File: config.mk
export PLATFORM = sky130hd
export DESIGN_NAME = mem_access_unit_flat
export DESIGN_NICKNAME = d
export VERILOG_FILES = /design/src/rtl/mem_access_if.sv /design/src/rtl/mem_access_unit.sv /design/src/flat_wrapper.sv
export SDC_FILE = /design/constraint.sdc
export NUM_CORES = 1
export LEC_CHECK = 0
export ABC_AREA = 1
export ABC_CLOCK_PERIOD_IN_PS = 3000
export CAP_MARGIN = 30
export CORE_MARGIN = 10
export CORE_UTILIZATION = 55
export CTS_BUF_LIST = sky130_fd_sc_hd__clkbuf_16
export CTS_CLUSTER_SIZE = 20
export DETAILED_ROUTE_END_ITERATION = 8
export DONT_BUFFER_PORTS = 1
export MAX_ROUTING_LAYER = met4
export PLACE_DENSITY = 0.73
export SYNTH_ARGS = -nofsm -noshare
export SYNTH_HDL_FRONTEND = slang
export SYNTH_SLANG_ARGS = --single-unit
File: constraint.sdc
create_clock -name i_clock -period 3 [get_ports i_clock]
set_clock_uncertainty 0.1 [all_clocks]
set_input_delay 0.3 -clock i_clock [delete_from_list [all_inputs] [get_ports i_clock]]
set_output_delay 0.3 -clock i_clock [all_outputs]
set_load 0.005 [all_outputs]
File: src/rtl/mem_access_if.sv
// Request/memory-side bus of the MEM-stage load/store unit.
// The slave modport is the unit itself; the master modport is the EX/MEM stage plus the data memory.
interface mem_access_if #(
  parameter int DATA_WIDTH = 32
);
  logic                  i_valid;
  logic                  i_memread;
  logic                  i_memwrite;
  logic [1:0]            i_size;
  logic                  i_unsigned;
  logic [DATA_WIDTH-1:0] i_address;
  logic [DATA_WIDTH-1:0] i_datawrite;
  logic [DATA_WIDTH-1:0] i_mem_dataread;
  logic [DATA_WIDTH-1:0] o_mem_address;
  logic [DATA_WIDTH-1:0] o_mem_datawrite;
  logic                  o_mem_memread;
  logic                  o_mem_memwrite;
  logic                  o_stall;
  logic [DATA_WIDTH-1:0] o_load_data;
  logic                  o_load_valid;
  logic                  o_misaligned;

  modport slave (
    input  i_valid, i_memread, i_memwrite, i_size, i_unsigned, i_address, i_datawrite,
           i_mem_dataread,
    output o_mem_address, o_mem_datawrite, o_mem_memread, o_mem_memwrite, o_stall,
           o_load_data, o_load_valid, o_misaligned
  );

  modport master (
    output i_valid, i_memread, i_memwrite, i_size, i_unsigned, i_address, i_datawrite,
           i_mem_dataread,
    input  o_mem_address, o_mem_datawrite, o_mem_memread, o_mem_memwrite, o_stall,
           o_load_data, o_load_valid, o_misaligned
  );
endinterface

File: src/rtl/mem_access_unit.sv
// MEM-stage load/store unit: word-indexed memory access, read-modify-write for
// sub-word stores, load lane extraction/extension and misalignment flagging.
module mem_access_unit #(
  parameter int DATA_WIDTH = 32
) (
  input  logic           i_clock,
  input  logic           i_reset,
  mem_access_if.slave    bus,
  output logic [0:0]     o_dbg_state
);
  // Handshake: i_valid qualifies a request in any IDLE cycle; while o_stall=1 the
  // requester holds the same request and it is consumed at the end of the RMW.
  localparam logic [0:0] IDLE      = 1'b0;
  localparam logic [0:0] RMW_WRITE = 1'b1;

  logic [0:0]            state_q, state_d;
  logic [DATA_WIDTH-1:0] old_word_q, old_word_d;
  logic [29:0]           idx_q, idx_d;
  logic [1:0]            lane_q, lane_d;
  logic [15:0]           data_q, data_d;
  logic                  half_q, half_d;
  logic [DATA_WIDTH-1:0] load_data_q, load_data_d;
  logic                  load_valid_q, load_valid_d;
  logic                  misaligned_q, misaligned_d;

  logic                  is_half, is_word, misal, req, store_ok, load_ok;
  logic [7:0]            lane_byte;
  logic [15:0]           lane_half;
  logic [DATA_WIDTH-1:0] load_ext, merged;

  assign is_half  = (bus.i_size == 2'b01);
  assign is_word  = bus.i_size[1];
  assign misal    = (is_half && bus.i_address[0]) || (is_word && (bus.i_address[1:0] != 2'b00));
  assign req      = bus.i_valid && (bus.i_memread || bus.i_memwrite);
  assign store_ok = bus.i_valid && bus.i_memwrite && !misal;
  assign load_ok  = bus.i_valid && bus.i_memread && !bus.i_memwrite && !misal;

  assign lane_byte = bus.i_mem_dataread[{bus.i_address[1:0], 3'b000} +: 8];
  assign lane_half = bus.i_mem_dataread[{bus.i_address[1], 4'b0000} +: 16];

  always_comb begin
    case (bus.i_size)
      2'b00:   load_ext = bus.i_unsigned ? {24'b0, lane_byte} : {{24{lane_byte[7]}}, lane_byte};
      2'b01:   load_ext = bus.i_unsigned ? {16'b0, lane_half} : {{16{lane_half[15]}}, lane_half};
      default: load_ext = bus.i_mem_dataread;
    endcase
  end

  always_comb begin
    merged = old_word_q;
    if (half_q) merged[{lane_q[1], 4'b0000} +: 16] = data_q;
    else        merged[{lane_q, 3'b000} +: 8]      = data_q[7:0];
  end

  // Strobes are forced low during reset so a pending RMW write is dropped.
  always_comb begin
    bus.o_mem_address   = {2'b00, bus.i_address[31:2]};
    bus.o_mem_datawrite = bus.i_datawrite;
    bus.o_mem_memread   = 1'b0;
    bus.o_mem_memwrite  = 1'b0;
    bus.o_stall         = 1'b0;
    if (!i_reset) begin
      if (state_q == RMW_WRITE) begin
        bus.o_mem_address   = {2'b00, idx_q};
        bus.o_mem_datawrite = merged;
        bus.o_mem_memwrite  = 1'b1;
      end else if (store_ok) begin
        if (is_word) begin
          bus.o_mem_memwrite = 1'b1;
        end else begin
          bus.o_mem_memread = 1'b1;
          bus.o_stall       = 1'b1;
        end
      end else if (load_ok) begin
        bus.o_mem_memread = 1'b1;
      end
    end
  end

  always_comb begin
    state_d      = state_q;
    old_word_d   = old_word_q;
    idx_d        = idx_q;
    lane_d       = lane_q;
    data_d       = data_q;
    half_d       = half_q;
    load_data_d  = load_data_q;
    load_valid_d = 1'b0;
    misaligned_d = 1'b0;
    if (state_q == RMW_WRITE) begin
      state_d = IDLE;
    end else if (req && misal) begin
      misaligned_d = 1'b1;
    end else if (load_ok) begin
      load_data_d  = load_ext;
      load_valid_d = 1'b1;
    end else if (store_ok && !is_word) begin
      old_word_d = bus.i_mem_dataread;
      idx_d      = bus.i_address[31:2];
      lane_d     = bus.i_address[1:0];
      data_d     = bus.i_datawrite[15:0];
      half_d     = is_half;
      state_d    = RMW_WRITE;
    end
  end

  always_ff @(posedge i_clock) begin
    if (i_reset) begin
      state_q      <= IDLE;
      old_word_q   <= '0;
      idx_q        <= '0;
      lane_q       <= '0;
      data_q       <= '0;
      half_q       <= 1'b0;
      load_data_q  <= '0;
      load_valid_q <= 1'b0;
      misaligned_q <= 1'b0;
    end else begin
      state_q      <= state_d;
      old_word_q   <= old_word_d;
      idx_q        <= idx_d;
      lane_q       <= lane_d;
      data_q       <= data_d;
      half_q       <= half_d;
      load_data_q  <= load_data_d;
      load_valid_q <= load_valid_d;
      misaligned_q <= misaligned_d;
    end
  end

  assign bus.o_load_data  = load_data_q;
  assign bus.o_load_valid = load_valid_q;
  assign bus.o_misaligned = misaligned_q;
  assign o_dbg_state      = state_q;
endmodule
File: src/flat_wrapper.sv
// flat-port wrapper written by rule: the top's interface ports become plain ports
module mem_access_unit_flat 
#(
  parameter int DATA_WIDTH = 32
)
  (i_clock, i_reset, o_dbg_state, bus_i_valid, bus_i_memread, bus_i_memwrite, bus_i_size, bus_i_unsigned, bus_i_address, bus_i_datawrite, bus_i_mem_dataread, bus_o_mem_address, bus_o_mem_datawrite, bus_o_mem_memread, bus_o_mem_memwrite, bus_o_stall, bus_o_load_data, bus_o_load_valid, bus_o_misaligned);
  mem_access_if #(.DATA_WIDTH(DATA_WIDTH)) bus_i ();
  input  logic i_clock;
  input  logic i_reset;
  output logic [0:0] o_dbg_state;
  input wire logic [$bits(bus_i.i_valid)-1:0] bus_i_valid;
  input wire logic [$bits(bus_i.i_memread)-1:0] bus_i_memread;
  input wire logic [$bits(bus_i.i_memwrite)-1:0] bus_i_memwrite;
  input wire logic [$bits(bus_i.i_size)-1:0] bus_i_size;
  input wire logic [$bits(bus_i.i_unsigned)-1:0] bus_i_unsigned;
  input wire logic [$bits(bus_i.i_address)-1:0] bus_i_address;
  input wire logic [$bits(bus_i.i_datawrite)-1:0] bus_i_datawrite;
  input wire logic [$bits(bus_i.i_mem_dataread)-1:0] bus_i_mem_dataread;
  output wire logic [$bits(bus_i.o_mem_address)-1:0] bus_o_mem_address;
  output wire logic [$bits(bus_i.o_mem_datawrite)-1:0] bus_o_mem_datawrite;
  output wire logic [$bits(bus_i.o_mem_memread)-1:0] bus_o_mem_memread;
  output wire logic [$bits(bus_i.o_mem_memwrite)-1:0] bus_o_mem_memwrite;
  output wire logic [$bits(bus_i.o_stall)-1:0] bus_o_stall;
  output wire logic [$bits(bus_i.o_load_data)-1:0] bus_o_load_data;
  output wire logic [$bits(bus_i.o_load_valid)-1:0] bus_o_load_valid;
  output wire logic [$bits(bus_i.o_misaligned)-1:0] bus_o_misaligned;
  assign bus_i.i_valid = bus_i_valid;
  assign bus_i.i_memread = bus_i_memread;
  assign bus_i.i_memwrite = bus_i_memwrite;
  assign bus_i.i_size = bus_i_size;
  assign bus_i.i_unsigned = bus_i_unsigned;
  assign bus_i.i_address = bus_i_address;
  assign bus_i.i_datawrite = bus_i_datawrite;
  assign bus_i.i_mem_dataread = bus_i_mem_dataread;
  assign bus_o_mem_address = bus_i.o_mem_address;
  assign bus_o_mem_datawrite = bus_i.o_mem_datawrite;
  assign bus_o_mem_memread = bus_i.o_mem_memread;
  assign bus_o_mem_memwrite = bus_i.o_mem_memwrite;
  assign bus_o_stall = bus_i.o_stall;
  assign bus_o_load_data = bus_i.o_load_data;
  assign bus_o_load_valid = bus_i.o_load_valid;
  assign bus_o_misaligned = bus_i.o_misaligned;
  mem_access_unit #(.DATA_WIDTH(DATA_WIDTH)) u_core (.i_clock(i_clock), .i_reset(i_reset), .bus(bus_i), .o_dbg_state(o_dbg_state));
endmodule
==> results.yml, run 1 <==
status:
  status: "finished, final reports clean"
die:
  core_um2: 12500
  die_w_um: 133
  die_area_um2: 17600
  initial_core_util_pct: 55.6
  ios: 206
  fp.dieH_um: 133
  rows: 41
logic_synthesis:
  synth_compound_area_share_pct: 15.4
  synth_top_family_by_area: "simple AND/OR/NAND/NOR gates"
  synth_cells: 1195
  syn_avg_cell_area_um2: 5.83
  synth_area_leaders: "dfxtp_1 33%, nand2_1 23%, nor2_1 12%, inv_1 5.7%, a21oi_1 4.6%"
  synth-xor-area-share_pct: 0
  yosys_warnings: 0
  synthDominantCellAreaShare_pct: 33.3
  synthAdderAreaFrac_pct: 0.898
  netlist_area_um2: 6970
  ys_types: 30
  yosysSeqAreaShare_pct: 33.3
  synth.mux.area_fraction_pct: 0
  ys_ff_latch: 116
  yosysTopAreaCell: "dfxtp_1"
  yosys.area_share.simple_pct: 38.9
cells_and_area:
  post_route_cells_drive_above_1_share_pct: 5.27
  area_growth_pct: 20.6
  layout_common_cells: "425 x nand2_1, 217 x nor2_1, 115 x dfxtp_1"
  final_common_cell: "nand2_1"
  final_nets: 1350
  n_fill_cell: 1181
  diodes: 0
  stdcell_area_um2: 8400
routing:
  drtIter0Drc: 704
  vias: 7592
  via_per_inst: 5.33
  first_pass_iters: 5
  ant_nets: 0
  drc_errors: 0
  wire_per_inst_um: 16.7
  wirelength_um: 23800
placed_design:
  dpl_cell_area_um2: 7020
  gp_congestion: 0.960
  io_buffers: 0
  place_hpwl_um: 16400
cts:
  clock_sinks: 116
  postCtsSetupRepairBufs: 0
  cts-root-buf: "clkbuf_16"
  clk_latency_ps: 400
  path_clk_slew_ps: 50
  clockBufferDepth: 2
  htreeDepth: 4
  cts_tree: "built"
  cts_inserted_buffers: 17
min_path:
  holdPathEnd: "u_core.bus.o_load_data[13]"
  min_path_cells: 4
  hold_path.class: "in -> reg"
  holdCritStartpoint: "bus_i_mem_dataread[13]"
power:
  p_per_area_nw_per_um2: 480
  vdd_drop_max_v: 0.000364
  p_leak_nw: 4.25
setup_path:
  rrSetupSlack_ps: 840
  crit_fanout: 8
  crit_path_end_kind: "output pin"
  crit_type: "reg -> out"
  arrival_ps: 2370
  worstSetupStartpoint: "u_core.lane_q[1]"
  crit_required_ps: 2600
  ff2ff_path_depth: 5
  crit-reg2reg-capture: "u_core.data_q[7]"
  timing.rr.start: "u_core.o_dbg_state"
  crit_path_start_kind: "flip-flop"
sta:
  finalHoldViolations: 0
  tns_ps: 0
  setup_viol: 0
  slew_violations: 0
  tightest_slew_ps: 639
  finalCriticalPeriod_ps: 2770
  rsz0062_at_grt: "false"
  fin_crit_sh_pct: 92.2
  fmax_mhz: 361
  slew-limit-headroom_pct: 57.4
global_route:
  grt_pass1_wl_um: 37200
  grt_antenna_before_repair: 0
  grt_pass1_vias: 6982
  grt_max_degree: 79
  grt_overflow_total: 0
  gr-usage-all-layers_pct: 26.7
run:
  drv_cap: 0
==> per-layer routing <==
metal	GRT usage [%]	vias up	share of wire, %
met5	-	-	0
met4	6.66	0	1.6
met3	10.5	41	12
met2	40.9	360	46
met1	32.2	3372	41
li1	-	3819	-
==> what timing repair did <==
action | CTS | global route
gates resized for setup | 0 | 2
endpoints found under the setup margin | 0 | 16
endpoints found under the hold margin | 82 | 0
hold buffers | 82 | 0
==> registers in the layout, indices dropped and copies added, names as in the netlist <==
register	flops
u_core.bus.o_load_data	32
u_core.old_word_q	32
u_core.idx_q	30
u_core.data_q	16
u_core.lane_q	2
u_core.bus.o_load_valid	1
u_core.bus.o_misaligned	1
u_core.half_q	1
u_core.o_dbg_state	1
==> critical path, cell delays in order, from the launching register on <==
cell and delay, ps:
dfxtp_1 440, inv_1 140, ha_1 310, inv_1 50, nor2_1 160, nand2_1 250, o22ai_1 180, nand2_1 80
a21oi_1 200, buf_4 150
==> cells in the mapped netlist, drive strengths merged <==
| master | instances |
|---|---|
| a21boi | 16 |
| a21oi | 64 |
| a22oi | 1 |
| a31oi | 9 |
| and3 | 1 |
| buf | 32 |
| clkbuf | 48 |
| clkinv | 2 |
| conb | 1 |
| dfxtp | 116 |
| ha | 5 |
| inv | 107 |
| nand2 | 426 |
| nand3 | 25 |
| nand4 | 16 |
| nor2 | 222 |
| o21ai | 72 |
| o22ai | 32 |
==> how the worst max path moves through the flow <==
stage / to / slack [ps] / depth (start not counted)
global placement: bus_o_mem_datawrite[8] / 540 / 9
CTS: bus_o_mem_datawrite[8] / 80 / 9
global route: bus_o_mem_datawrite[11] / 40 / 9
floorplan: bus_o_mem_datawrite[13] / 580 / 10
finish: bus_o_mem_datawrite[11] / 230 / 9
detailed placement: bus_o_mem_datawrite[8] / 520 / 9
==> through the flow <==
step	power [W]	util, %	hold slack [ps]	cells	worst slack (ps)
after floorplan	0.00199	-	335	1196	576
after CTS	0.00404	67.1	12.9	1425	82.5
after detailed placement	0.00207	56.1	277	1312	520
after global routing	0.00419	67.1	43.0	1425	43.0
after global placement	0.00206	56.1	274	1312	541
final	0.00403	67.1	24.0	1425	233
==> cell type report <==
| type | instances | area (um^2) | share of cell area, % |
|---|---|---|---|
| Clock inverter | 14 | 124 | 1.47 |
| Sequential cell | 116 | 2320 | 27.7 |
| Inverter | 109 | 413 | 4.92 |
| Timing Repair Buffer | 106 | 1030 | 12.2 |
| Clock buffer | 17 | 425 | 5.07 |
| Multi-Input combinational cell | 891 | 3870 | 46.1 |
| Tap cell | 172 | 215 | 2.56 |
==> power breakdown <==
part           internal, W  switching (W)  total, W  leakage (nW)
sequential         0.00160      0.0000328   0.00163         0.943
clock              0.00120       0.000693   0.00189         0.279
combinational     0.000207       0.000305  0.000512          3.03
total              0.00300        0.00103   0.00403          4.25
==> kinds of logic after synthesis <==
| family | after synthesis |
|---|---|
| AOI/OAI and AO/OA | 194 |
| adders and majority gates | 5 |
| buffers and inverters | 189 |
| DFF | 116 |
| other | 1 |
| and+or+nand+nor | 690 |
Power figures use the tool's default switching activity.
==> run 2: changes to the inputs <==
--- a/config.mk
+++ b/config.mk
@@ -16,6 +16,7 @@
 export DONT_BUFFER_PORTS = 1
 export MAX_ROUTING_LAYER = met4
 export PLACE_DENSITY = 0.73
+export RECOVER_POWER = 25
 export SYNTH_ARGS = -nofsm -noshare
 export SYNTH_HDL_FRONTEND = slang
 export SYNTH_SLANG_ARGS = --single-unit
==> results.yml, run 2 (synthesis gave the netlist of run 1 again) <==
cts:
  clock_sinks: 116
  postCtsSetupRepairBufs: 0
  cts_inserted_buffers: 17
  cts-root-buf: "clkbuf_16"
  path_clk_slew_ps: 50
  cts_tree: "built"
  clk_latency_ps: 400
  htreeDepth: 4
  clockBufferDepth: 2
placed_design:
  dp.cells: 1312
  gp_congestion: 0.960
  io_buffers: 0
  place_hpwl_um: 16400
power:
  vdd_drop_max_v: 0.000364
  p_per_area_nw_per_um2: 481
  p_leak_nw: 4.25
sta:
  slew_violations: 0
  fin_crit_sh_pct: 92.7
  tns_ps: 0
  rsz0062_at_grt: "false"
  fmax_mhz: 360
  finalHoldViolations: 0
  setup_viol: 0
  slew-limit-headroom_pct: 29.5
  finalCriticalPeriod_ps: 2780
  tightest_slew_ps: 1060
routing:
  ant_nets: 0
  first_pass_iters: 5
  wirelength_um: 23800
  drc_errors: 0
  wire_per_inst_um: 16.7
  vias: 7600
  drtIter0Drc: 639
  via_per_inst: 5.33
setup_path:
  arrival_ps: 2380
  crit_path_end_kind: "output pin"
  crit_path_start_kind: "flip-flop"
  crit_required_ps: 2600
  crit_fanout: 8
  crit_type: "reg -> out"
cells_and_area:
  final_common_cell: "nand2_1"
  layout_common_cells: "425 x nand2_1, 217 x nor2_1, 115 x dfxtp_1"
  final_cells: 1425
  post_route_cells_drive_above_1_share_pct: 5.03
  regArea_um2: 2320
  diodes: 0
  area_growth_pct: 20.4
  final_nets: 1350
  multi_input_area_um2: 3870
  n_fill_cell: 1184
run:
  drv_cap: 0
global_route:
  grt_antenna_before_repair: 0
  grt_pass1_vias: 6982
  grt_pass1_wl_um: 37200
  grt_max_degree: 79
  grt_overflow_total: 0
  gr-usage-all-layers_pct: 26.7
die:
  rows: 41
  core_um2: 12500
  die_area_um2: 17600
  initial_core_util_pct: 55.6
  die_w_um: 133
  ios: 206
  fp.dieH_um: 133
status:
  status: "finished, final reports clean"
min_path:
  hold_path.class: "in -> reg"
[run 2: cell types whose count changed in the layout (fill, tap and decap cells not counted), sizes merged]
| cell | delta |
|---|---|
| buf | -2 |
| clkbuf | +2 |
[run 2: metal layers]
metal / wire length [um] / vias to the layer above / GRT usage, %
li1: - / 3816 / -
met1: 9710 / 3378 / 32.2
met2: 10900 / 370 / 40.9
met3: 2830 / 36 / 10.5
met4: 365 / 0 / 6.66
met5: 0 / - / -
[run 2: per-stage QoR]
stage | total power [W] | instance area [um^2] | worst slack (ps) | hold WS [ps] | util (%)
CTS | 0.00404 | 8390 | 82.5 | 12.9 | 67.1
floorplan | 0.00199 | 6970 | 576 | 335 | -
global placement | 0.00206 | 7020 | 541 | 274 | 56.1
global route | 0.00419 | 8390 | 43.0 | 32.9 | 67.0
detailed placement | 0.00207 | 7020 | 520 | 277 | 56.1
finish | 0.00403 | 8390 | 219 | 24.6 | 67.0
[run 2: worst max-delay path, stage by stage (launching register included)]
cell	delay [ps]
dfxtp_1	440
inv_1	140
ha_1	310
inv_1	50
nor2_1	160
nand2_1	250
o22ai_1	190
nand2_1	80
a21oi_1	200
buf_4	150
[run 2: area by class of cell]
| class | instances | area share, % |
|---|---|---|
| Clock buffer | 17 | 5.07 |
| Multi-Input combinational cell | 891 | 46.1 |
| Tap cell | 172 | 2.57 |
| Clock inverter | 14 | 1.48 |
| Sequential cell | 116 | 27.7 |
| Timing Repair Buffer | 106 | 12.1 |
| Inverter | 109 | 4.92 |
[run 2: timing repair]
item / CTS / global route
hold buffers: 82 / 0
endpoints found under the hold margin: 82 / 0
gates resized for setup: 0 / 2
endpoints found under the setup margin: 0 / 16
[run 2: power by group]
| group | internal [W] | switching, W | total (W) | leakage (nW) |
|---|---|---|---|---|
| logic | 0.000207 | 0.000304 | 0.000511 | 3.03 |
| registers | 0.00160 | 0.0000327 | 0.00163 | 0.943 |
| clock network | 0.00120 | 0.000692 | 0.00189 | 0.279 |
| total | 0.00300 | 0.00103 | 0.00403 | 4.25 |
[run 2: path summary, 6_finish.rpt]
check,from,slack (ps),cells past startpoint,to
worst min-delay path,bus_i_mem_dataread[10],20,4,u_core.bus.o_load_data[10]
worst max register to register,u_core.o_dbg_state,800,5,u_core.bus.o_load_data[29]
worst max-delay path,u_core.lane_q[1],220,9,bus_o_mem_datawrite[11]
worst min register to register,u_core.idx_q[27],410,4,u_core.idx_q[27]
==> run 3: changes to the inputs <==
--- a/config.mk
+++ b/config.mk
@@ -10,7 +10,7 @@
 export CAP_MARGIN = 30
 export CORE_MARGIN = 10
 export CORE_UTILIZATION = 55
-export CTS_BUF_LIST = sky130_fd_sc_hd__clkbuf_16
+export CTS_BUF_LIST = sky130_fd_sc_hd__clkbuf_2
 export CTS_CLUSTER_SIZE = 20
 export DETAILED_ROUTE_END_ITERATION = 8
 export DONT_BUFFER_PORTS = 1
==> results.yml, run 3 (synthesis gave the netlist of run 1 again) <==
status:
  status: "finished, final reports clean"
setup_path:
  critical-path-max-stage-delay_ps: 410
  crit_type: "reg -> out"
  crit_path_start_kind: "flip-flop"
  crit_chain: "inv_1, ha_1, buf_4, nand3_2, o22ai_1, nand2_1, a31oi_2, buf_4"
  crit_fanout: 10
  crit_path_end_kind: "output pin"
  arrival_ps: 2480
  critPathSlowestCell: "dfxtp_4"
  crit_required_ps: 2600
  critical_path.most_common_cell: "buf_4"
power:
  p_seq_share_pct: 51.2
  vdd_drop_max_v: 0.000258
  p_sw_share_pct: 30.8
  net-switching-power_w: 0.000980
  p_per_area_nw_per_um2: 379
  power_w: 0.00318
  clkPwrFrac_pct: 30.8
  p_leak_nw: 4.22
  p_comb_share_pct: 18.0
  p_int_w: 0.00220
routing:
  vias: 7822
  via_per_inst: 5.35
  wire_per_inst_um: 16.7
  wirelength_um: 24400
  drtIter0Drc: 733
  drc_errors: 0
  first_pass_iters: 5
  ant_nets: 0
cells_and_area:
  multi_input_area_um2: 3910
  stdcell_area_um2: 8390
  area_growth_pct: 20.5
  post_route_cells_drive_above_1_share_pct: 6.80
  final_nets: 1376
  n_fill_cell: 1186
  final_common_cell: "nand2_1"
  layout_common_cells: "423 x nand2_1, 216 x nor2_1, 114 x dfxtp_1"
  regArea_um2: 2330
global_route:
  grt_antenna_before_repair: 11
  grt_pass1_wl_um: 37600
  grt_pass1_vias: 7125
  gr-usage-all-layers_pct: 27.0
  grt_max_degree: 79
  grt_overflow_total: 0
min_path:
  hold_path.class: "in -> reg"
cts:
  cts_inserted_buffers: 17
  clock_sinks: 116
  cts-root-buf: "clkbuf_2"
  clockBufferDepth: 2
  htreeDepth: 4
  clk_latency_ps: 670
  path_clk_slew_ps: 190
  cts_tree: "built"
sta:
  fmax_mhz: 347
  setup_viol: 0
  tightest_slew_ps: 679
  finalCriticalPeriod_ps: 2880
  finalHoldViolations: 0
  slew_violations: 0
  rsz0062_at_grt: "true"
  fin_crit_sh_pct: 96.0
  slew-limit-headroom_pct: 54.6
die:
  ios: 206
  core_um2: 12500
  fp.dieH_um: 133
  rows: 41
  die_w_um: 133
  initial_core_util_pct: 55.6
  die_area_um2: 17600
placed_design:
  io_buffers: 0
  gp_congestion: 0.960
  dpl_cell_area_um2: 7020
  place_hpwl_um: 16400
run:
  drv_cap: 0
-- run 3: path summary, 6_finish.rpt --
path	startpoint	to	slack, ps	cells past startpoint
setup reg to reg	u_core.o_dbg_state	u_core.data_q[1]	840	5
hold reg to reg	u_core.idx_q[19]	u_core.idx_q[19]	430	4
hold / removal	bus_i_valid	u_core.bus.o_load_data[17]	80	5
setup / recovery	u_core.lane_q[1]	bus_o_mem_datawrite[7]	120	8
-- run 3: final cells by class --
| type | instances | share of cell area [%] |
|---|---|---|
| Inverter | 109 | 4.92 |
| Clock inverter | 11 | 1.34 |
| Antenna cell | 12 | 0.358 |
| Clock buffer | 20 | 1.19 |
| Multi-Input combinational cell | 891 | 46.6 |
| Timing Repair Buffer | 132 | 15.2 |
| Tap cell | 172 | 2.56 |
| Sequential cell | 116 | 27.8 |
-- run 3: power groups by stage --
stage                     Combinational (W)  Sequential, W  Clock [W]
after global routing               0.000635        0.00164    0.00106
after floorplan                    0.000336        0.00165          0
after global placement             0.000400        0.00166          0
final                              0.000573        0.00163   0.000979
after detailed placement           0.000403        0.00166          0
after CTS                          0.000551        0.00163   0.000991
-- run 3: layer usage --
metal | share of wire, % | up-vias | GRT usage [%] | wire length [um]
li1 | - | 3899 | - | -
met1 | 40 | 3486 | 33.1 | 9820
met2 | 45 | 387 | 39.8 | 11000
met3 | 12 | 50 | 10.2 | 2960
met4 | 2.3 | 0 | 9.60 | 561
met5 | 0 | - | - | 0
-- run 3: timing repair --
item | in CTS | in global routing
hold buffers | 101 | 0
setup buffers | 0 | 7
setup endpoints to repair | 27 | 41
gates resized for setup | 3 | 11
pin swaps | 0 | 1
endpoints found under the hold margin | 115 | 0
gates cloned | 0 | 0
-- run 3: worst max-delay path: cells and delay by family, from the launching register on --
kind	cells	cell delay [ps]
flops	1	410
simple gates	2	290
fa+ha+maj	1	210
compound gates	2	420
buf+inv	3	480
-- run 3: per-stage QoR --
| step | cells | util, % | setup TNS (ps) | setup slack (ps) | hold slack [ps] |
|---|---|---|---|---|---|
| CTS | 1444 | 66.0 | -6.12 | -6.12 | 13.8 |
| finish | 1463 | 67.0 | 0 | 121 | 75.1 |
| global route | 1462 | 67.0 | -283 | -49.5 | 49.5 |
| floorplan | 1196 | - | 0 | 576 | 335 |
| global placement | 1312 | 56.1 | 0 | 541 | 274 |
| detailed placement | 1312 | 56.1 | 0 | 520 | 277 |
